===== config.mk =====
export PLATFORM = sky130hd
export DESIGN_NAME = grid_display_scan
export DESIGN_NICKNAME = d
export VERILOG_FILES = /design/src/rtl/grid_display_scan.sv
export SDC_FILE = /design/constraint.sdc
export NUM_CORES = 1
export LEC_CHECK = 0
export BUFFER_PORTS_ARGS = -buffer_cell sky130_fd_sc_hd__clkbuf_2
export CORE_MARGIN = 3
export CORE_UTILIZATION = 52
export CTS_CLUSTER_DIAMETER = 40
export DETAILED_ROUTE_END_ITERATION = 8
export GPL_TIMING_DRIVEN = 0
export MAX_ROUTING_LAYER = met4
export PLACE_DENSITY_LB_ADDON = 0.3
export SLEW_MARGIN = 20
export SYNTH_ARGS = -nofsm -noshare
export SYNTH_HDL_FRONTEND = slang
export SYNTH_SLANG_ARGS = --single-unit
export TNS_END_PERCENT = 5

===== constraint.sdc =====
create_clock -name clk -period 2.4 [get_ports clk]
set_clock_uncertainty 0.05 [all_clocks]
set_input_delay 0 -clock clk [delete_from_list [all_inputs] [get_ports clk]]
set_output_delay 0 -clock clk [all_outputs]
set_load 0.1 [all_outputs]

===== src/rtl/grid_display_scan.sv =====
// Row-multiplexed LED matrix scanner with a double-buffered grid input; outputs registered, one row per BLANK+DWELL cycles.
// grid_ready drops while a generation is pending and rises once it has been swapped in at a frame boundary.
module grid_display_scan #(
    parameter int ROWS  = 8,
    parameter int COLS  = 8,
    parameter int DWELL = 1024,
    parameter int BLANK = 4
) (
    input  logic                 clk,
    input  logic                 reset,
    input  logic                 enable,
    input  logic [ROWS*COLS-1:0] grid_in,
    input  logic                 grid_valid,
    output logic                 grid_ready,
    output logic [ROWS-1:0]      row_sel,
    output logic [COLS-1:0]      col_data,
    output logic                 frame_done
);

    localparam int DW = $clog2(DWELL + 1);
    localparam int BW = (BLANK > 0) ? $clog2(BLANK + 1) : 1;
    localparam int RW = (ROWS > 1) ? $clog2(ROWS) : 1;
    localparam logic [DW-1:0] D_LAST = DW'(DWELL - 1);
    localparam logic [BW-1:0] B_LAST = BW'((BLANK > 0) ? BLANK - 1 : 0);
    localparam logic [RW-1:0] R_LAST = RW'(ROWS - 1);

    typedef enum logic [1:0] {IDLE, BLANKING, DRIVE} state_t;

    state_t                 state_q, state_d;
    logic [RW-1:0]          row_q, row_d;
    logic [DW-1:0]          dcnt_q, dcnt_d;
    logic [BW-1:0]          bcnt_q, bcnt_d;
    logic [ROWS-1:0]        row_sel_d;
    logic [COLS-1:0]        col_data_d;
    logic                   frame_done_d;
    logic [ROWS*COLS-1:0]   active_q, pending_q, active_nx;
    logic                   pending_full_q;
    logic                   swap, capture, start_row;

    assign grid_ready = ~pending_full_q;
    assign capture    = grid_valid & ~pending_full_q;
    assign swap       = pending_full_q & (frame_done | (state_q == IDLE));
    // A row starting on the swap edge (BLANK=0 wrap, or leaving IDLE) must see the new generation.
    assign active_nx  = swap ? pending_q : active_q;

    always_comb begin
        state_d      = state_q;
        row_d        = row_q;
        dcnt_d       = dcnt_q;
        bcnt_d       = bcnt_q;
        row_sel_d    = row_sel;
        col_data_d   = col_data;
        start_row    = 1'b0;
        frame_done_d = 1'b0;
        if (!enable) begin
            state_d    = IDLE;
            row_d      = '0;
            dcnt_d     = '0;
            bcnt_d     = '0;
            row_sel_d  = '0;
            col_data_d = '0;
        end else begin
            case (state_q)
                IDLE: begin
                    row_d = '0;
                    if (BLANK == 0) begin
                        start_row = 1'b1;
                    end else begin
                        state_d    = BLANKING;
                        bcnt_d     = '0;
                        row_sel_d  = '0;
                        col_data_d = '0;
                    end
                end
                BLANKING: begin
                    if (bcnt_q == B_LAST) start_row = 1'b1;
                    else                  bcnt_d    = bcnt_q + BW'(1);
                end
                DRIVE: begin
                    if (dcnt_q == D_LAST) begin
                        row_d = (row_q == R_LAST) ? '0 : row_q + RW'(1);
                        if (BLANK == 0) begin
                            start_row = 1'b1;
                        end else begin
                            state_d    = BLANKING;
                            bcnt_d     = '0;
                            row_sel_d  = '0;
                            col_data_d = '0;
                        end
                    end else begin
                        dcnt_d = dcnt_q + DW'(1);
                    end
                end
                default: state_d = IDLE;
            endcase
            if (start_row) begin
                state_d    = DRIVE;
                dcnt_d     = '0;
                row_sel_d  = ROWS'(1) << row_d;
                col_data_d = active_nx[row_d*COLS +: COLS];
            end
            frame_done_d = (state_d == DRIVE) && (row_d == R_LAST) && (dcnt_d == D_LAST);
        end
    end

    always_ff @(posedge clk or negedge reset) begin
        if (!reset) begin
            state_q        <= IDLE;
            row_q          <= '0;
            dcnt_q         <= '0;
            bcnt_q         <= '0;
            row_sel        <= '0;
            col_data       <= '0;
            frame_done     <= 1'b0;
            active_q       <= '0;
            pending_q      <= '0;
            pending_full_q <= 1'b0;
        end else begin
            state_q    <= state_d;
            row_q      <= row_d;
            dcnt_q     <= dcnt_d;
            bcnt_q     <= bcnt_d;
            row_sel    <= row_sel_d;
            col_data   <= col_data_d;
            frame_done <= frame_done_d;
            if (swap) begin
                active_q       <= pending_q;
                pending_full_q <= 1'b0;
            end
            if (capture) begin
                pending_q      <= grid_in;
                pending_full_q <= 1'b1;
            end
        end
    end

endmodule


## Word level (Yosys, flattened, before mapping)

Index checks and enable logic that the tools add are counted.

| cells by class | value |
|---|---|
| equality and inequality tests | 13 |
| multiplexer cells | 32 |
| add/sub/neg operators | 3 |
| reductions and logical operators | 6 |
| shift-type cells | 2 |
| bitwise operators | 4 |

Operators with widths:

| operator | number |
|---|---|
| $mux W64 | 1 |
| $shiftx A64 B7 Y8 | 1 |
| $mux W11 | 5 |
| $mux W8 | 5 |
| $eq A11 B10 Y1 const B | 2 |
| $mux W3 | 7 |
| $pmux W8 S2 | 1 |
| $add A11 B1 Y11 const B | 1 |
| $pmux W3 S3 | 1 |
| $mux W2 | 4 |
| $ne A4 B1 Y1 const B | 2 |
| $shl A1 B3 Y8 const A | 1 |
| $add A3 B1 Y3 const B | 2 |
| $eq A3 B3 Y1 const B | 2 |
| $mux W1 | 6 |
| $ne A3 B3 Y1 const B | 2 |
| $pmux W2 S3 | 1 |
| $pmux W3 S2 | 1 |
| $eq A2 B2 Y1 const B | 2 |
| $ne A4 B4 Y1 const B | 1 |
| $eq A3 B2 Y1 const B | 1 |
| $reduce_and A3 Y1 | 1 |
| $and A1 B1 Y1 | 2 |
| $eq A2 B1 Y1 const B | 1 |
| other kinds (6) | 7 |

| word-level totals | value |
|---|---|
| output and inout bits | 18 |
| logic and storage cells | 70 |
| flip-flop bits (word level) | 165 |
| input port bits | 68 |

## Logic depth before layout (Yosys ltp)

| depth | value |
|---|---|
| depth in word-level cells | 10 |
| gate-level depth with buffers | 10 |
| gate-level depth less buffers | 8 |

## Least setup slack after synthesis

OpenSTA, ideal clock, no wires.

| timing path | value |
|---|---|
| path type | register to register |
| start point | reg frame_done |
| end point | reg col_data[0] |
| slack | -0.017 ns |
| stages on the path, launching flop included | 8 |
| clock period less this slack | 2.417 ns |
| path buffers | 2 |
| arrival time | 2.242 ns |
| data required time | 2.225 ns |
| library setup time | 0.125 ns |
| cells stage by stage | dfrtp_1 -> o21a_1 -> buf_2 -> buf_1 -> mux2i_1 -> a32oi_1 -> a32oi_1 -> nand2_1 |

| on the way | value |
|---|---|
| longest elaborated chain between the ends | 6 |

Ends and longest elaborated chain:

| item | RTL line | text |
|---|---|---|
| start: declaration | 17 | `output logic frame_done` |
| start signal: assignment | 125 | `frame_done <= frame_done_d;` |
| $or A1 B1 Y1 | 42 | `assign swap = pending_full_q & (frame_done \| (state_q == IDLE));` |
| $and A1 B1 Y1 | 42 |  |
| $mux W64 | n/a |  |
| $shiftx A64 B7 Y8 | 100 | `col_data_d = active_nx[row_d*COLS +: COLS];` |
| $mux W8 | 96 | `if (start_row) begin` |
| $mux W8 | 55 | `if (!enable) begin` |
| end signal: assignment | 124 | `col_data <= col_data_d;` |
| end: declaration | 16 | `output logic [COLS-1:0] col_data,` |

No other way between the ends.
A chain may end at the register's enable or synchronous reset.

## Worst setup path in the final report

| timing path | value |
|---|---|
| start point | reg state_q[0] |
| end point | reg col_data[4] |

| on the way | value |
|---|---|
| longest elaborated chain between the ends | 7 |
| elaborated cells on any way between the ends | 17 |
| those cells by class | 4 x eq/ne; 1 x shift; 8 x mux; 2 x bitwise; 2 x reduce/logical |

Ends and longest elaborated chain:

| item | RTL line | text |
|---|---|---|
| start: declaration | 29 | `state_t state_q, state_d;` |
| start signal: assignment | 119 | `state_q <= state_d;` |
| $logic_not A2 Y1 | 42, 63 |  |
| $or A1 B1 Y1 | 42 |  |
| $and A1 B1 Y1 | 42 |  |
| $mux W64 | n/a |  |
| $shiftx A64 B7 Y8 | 100 |  |
| $mux W8 | 96 |  |
| $mux W8 | 55 |  |

Parallel ways exist; a longest one is shown, timed or not. The select of a mux whose other input is x is not followed.

==> reports/metrics.cfg <==
[outcome]
status=finished with violations
violations=setup timing

[logic_synthesis]
ys_top_cells_by_count=165 x dfrtp_1, 148 x nand2_1, 64 x mux2_2, 30 x inv_1, 27 x mux2i_1
syn_avg_cell_area_um2=11.4
synth_edf_count=0
syn_area_um2=7100
synth.most_common_cell=dfrtp_1
synth-seq-cells=165
yosys.area.top_type=dfrtp_1
yosysTopAreaCellShare_pct=58.2
yosysUniqueCellTypes=47
yosysSeqAreaShare_pct=58.2
synthTopCellsByArea=dfrtp_1 58%, mux2_2 10%, nand2_1 7.8%, mux2i_1 3.8%, a32oi_1 2.8%
synthCells=623
ys_warn_count=0
async_flop_share_pct=100
synth_nets=700
ys_dominant_reg_cell=dfrtp_1

[final_layout]
diodes=0
stdcell_area_um2=9230
layout-drive-gt1-share_pct=28.5
fin_util_pct=69.5
instances_no_fill=989
nets=878
areaGrowthSynthToFinish_pct=30.1

[worst_setup_path]
endpoint=col_data[4]$_DFFE_PN0P_
worstSetupPathType=reg2reg
worst-path-max-fanout=10
startpoint=state_q[0]$_DFF_PN0_
crit_chain=inv_2, ha_4, nand3_4, nor4b_4, buf_6, mux2i_4, buf_6, a32oi_1, o2111ai_1, nand2_1
cp.required_ps=2640
r2r-start=state_q[0]$_DFF_PN0_
crit_top_cell=buf_6
slowest_delay_ps=390
critPathArrivalTime_ps=2690
reg2reg_slack_ps=-50
rr_worst_depth=10
crit_path_start_kind=flop
end_kind=flop
crit_slowest_cell=dfrtp_1
r2r-end=col_data[4]$_DFFE_PN0P_

[die]
rows=42
design.core.area_um2=13300
die_w_um=123
die_area_um2=15100
pin_count=86
initial_core_util_pct=53.4
die_y_um=123

[power]
p_leak_nw=4.35
p_per_area_nw_per_um2=832
vdd_drop_max_v=0.000545
total_power_mw=7.68

[sta]
hold_violations=0
slew_viol_final=0
fin_crit_sh_pct=102
setup_violations=5
setup_ws_ps=-51.2
worstMarginPinSlew_ps=673
period_minus_slack_ps=2450
timing.setup.tns_ps=-118
hold_slack_ps=144
rsz0062_at_grt=yes
fmax_mhz=408
slew_headroom_pct=55.2

[placed_design]
post_dp_cell_area_um2=7780
place_congestion=0.890
placed_cells=885
place_ws_ps=-598
portBuffers=85
dp_hpwl_um=11800

[global_routing]
grt_pass1_wl_um=28200
grt_pass1_vias=5582
track_usage_pct=25.3
grt_max_degree=84
antenna_found_initial=0
grt_overflow_total=0

[routing]
drc=0
vias=5440
drtIter0Drc=399
wl_um=17700
dr.pass1.iters=5
wl_per_cell_um=17.9
ant_nets=0
avgViaCountPerCell=5.50

[hold_path]
hp-class=in2async

[clock_network]
clk_path_buf_depth=2
path_clk_slew_ps=60
cts_root_buffer=clkbuf_16
htreeDepth=4
clock-sinks=165
clock_latency_ps=430
cts_made_buffers=17
cts_tree=built

[job]
cap_viol_max_count=0

[cell usage in the layout (no fill, tap or decap), drive strengths merged, types with 2 or more instances in the layout]
master       Yosys  routed
dlygate4sd3      0      66
nor3b            3       3
nand3           18      18
and2             4       4
inv             30      31
mux2            64      64
xor2             2       2
a21oi           10      10
nand2          148     148
o2111ai          9       9
clkbuf          16     122
nand3b           3       3
a32oi           23      23
ha               9       9
dfrtp          165     165
clkinv           1       6
o21ai           13      13
buf             13      23
nor4             2       2
nor3             7       7
a21o             2       2
a2bb2oi          7       7
nor2            16      16
mux2i           30      30
nand2b           2       2
or3              2       2
a22o             8       8
nand4            2       2
[state kept, by name, indices dropped and copies added (netlist names)]
name and cells:
active_q 64, pending_q 64, dcnt_q 11, col_data 8, row_sel 8, bcnt_q 3
row_q 3, state_q 2, frame_done 1, pending_full_q 1
[worst min path at each step]
stage,from,to
2_1_floorplan,reset,active_q[0]$_DFF_PN0_
3_5_place_dp,reset,pending_q[60]$_DFFE_PN0P_
6_report,reset,pending_q[57]$_DFFE_PN0P_
3_3_place_gp,grid_in[12],pending_q[12]$_DFFE_PN0P_
5_1_grt,reset,pending_q[62]$_DFFE_PN0P_
4_1_cts,reset,pending_q[56]$_DFFE_PN0P_
[what timing repair did]
action | in CTS | in global routing
endpoints found under the setup margin | 17 | 64
hold buffers | 66 | 0
endpoints found under the hold margin | 155 | 0
resized for setup | 29 | 21
pin swaps | 1 | 9
setup buffers | 7 | 1
[worst max-delay path, delay by kind of cell (launching register included)]
| family | cells | cell delay (ps) |
|---|---|---|
| multiplexers | 1 | 310 |
| AND/OR/NAND/NOR | 3 | 470 |
| buffers and inverters | 3 | 510 |
| flip-flops | 1 | 390 |
| AO/OA/AOI/OAI | 2 | 370 |
| adder cells (fa/ha/maj) | 1 | 210 |
[area by class of cell]
class / instances / area [um2]
Timing Repair Buffer: 160 / 1200
Multi-Input combinational cell: 398 / 2840
Tap cell: 176 / 220
Clock inverter: 8 / 75.1
Inverter: 31 / 116
Buffer: 28 / 171
Clock buffer: 23 / 478
Sequential cell: 165 / 4130
Fill cell: 926 / 4060
[where the power goes]
part	internal [mW]	switching [mW]
clock network	1.50	1.06
registers	3.45	0.288
logic	0.624	0.759
[cells by family (layout without fill, tap and decap cells)]
family | after synthesis | after routing | synth area share, %
XOR/XNOR | 3 | 3 | 0.370
multiplexers | 94 | 94 | 14.5
AO/OA/AOI/OAI | 79 | 79 | 8.73
flip-flops | 165 | 165 | 58.2
AND/OR/NAND/NOR | 213 | 213 | 13.0
buffers and inverters | 60 | 250 | 3.53
adder cells (fa/ha/maj) | 9 | 9 | 1.59
[per-layer routing]
| layer | vias up | track usage [%] | wire length, um |
|---|---|---|---|
| met1 | 2686 | 32.2 | 7530 |
| met3 | 32 | 5.90 | 1140 |
| met4 | 0 | 10.3 | 369 |
| li1 | 2526 | - | - |
| met2 | 196 | 39.3 | 8700 |
| met5 | - | - | 0 |
No activity file was read; power rests on OpenSTA's default activity.
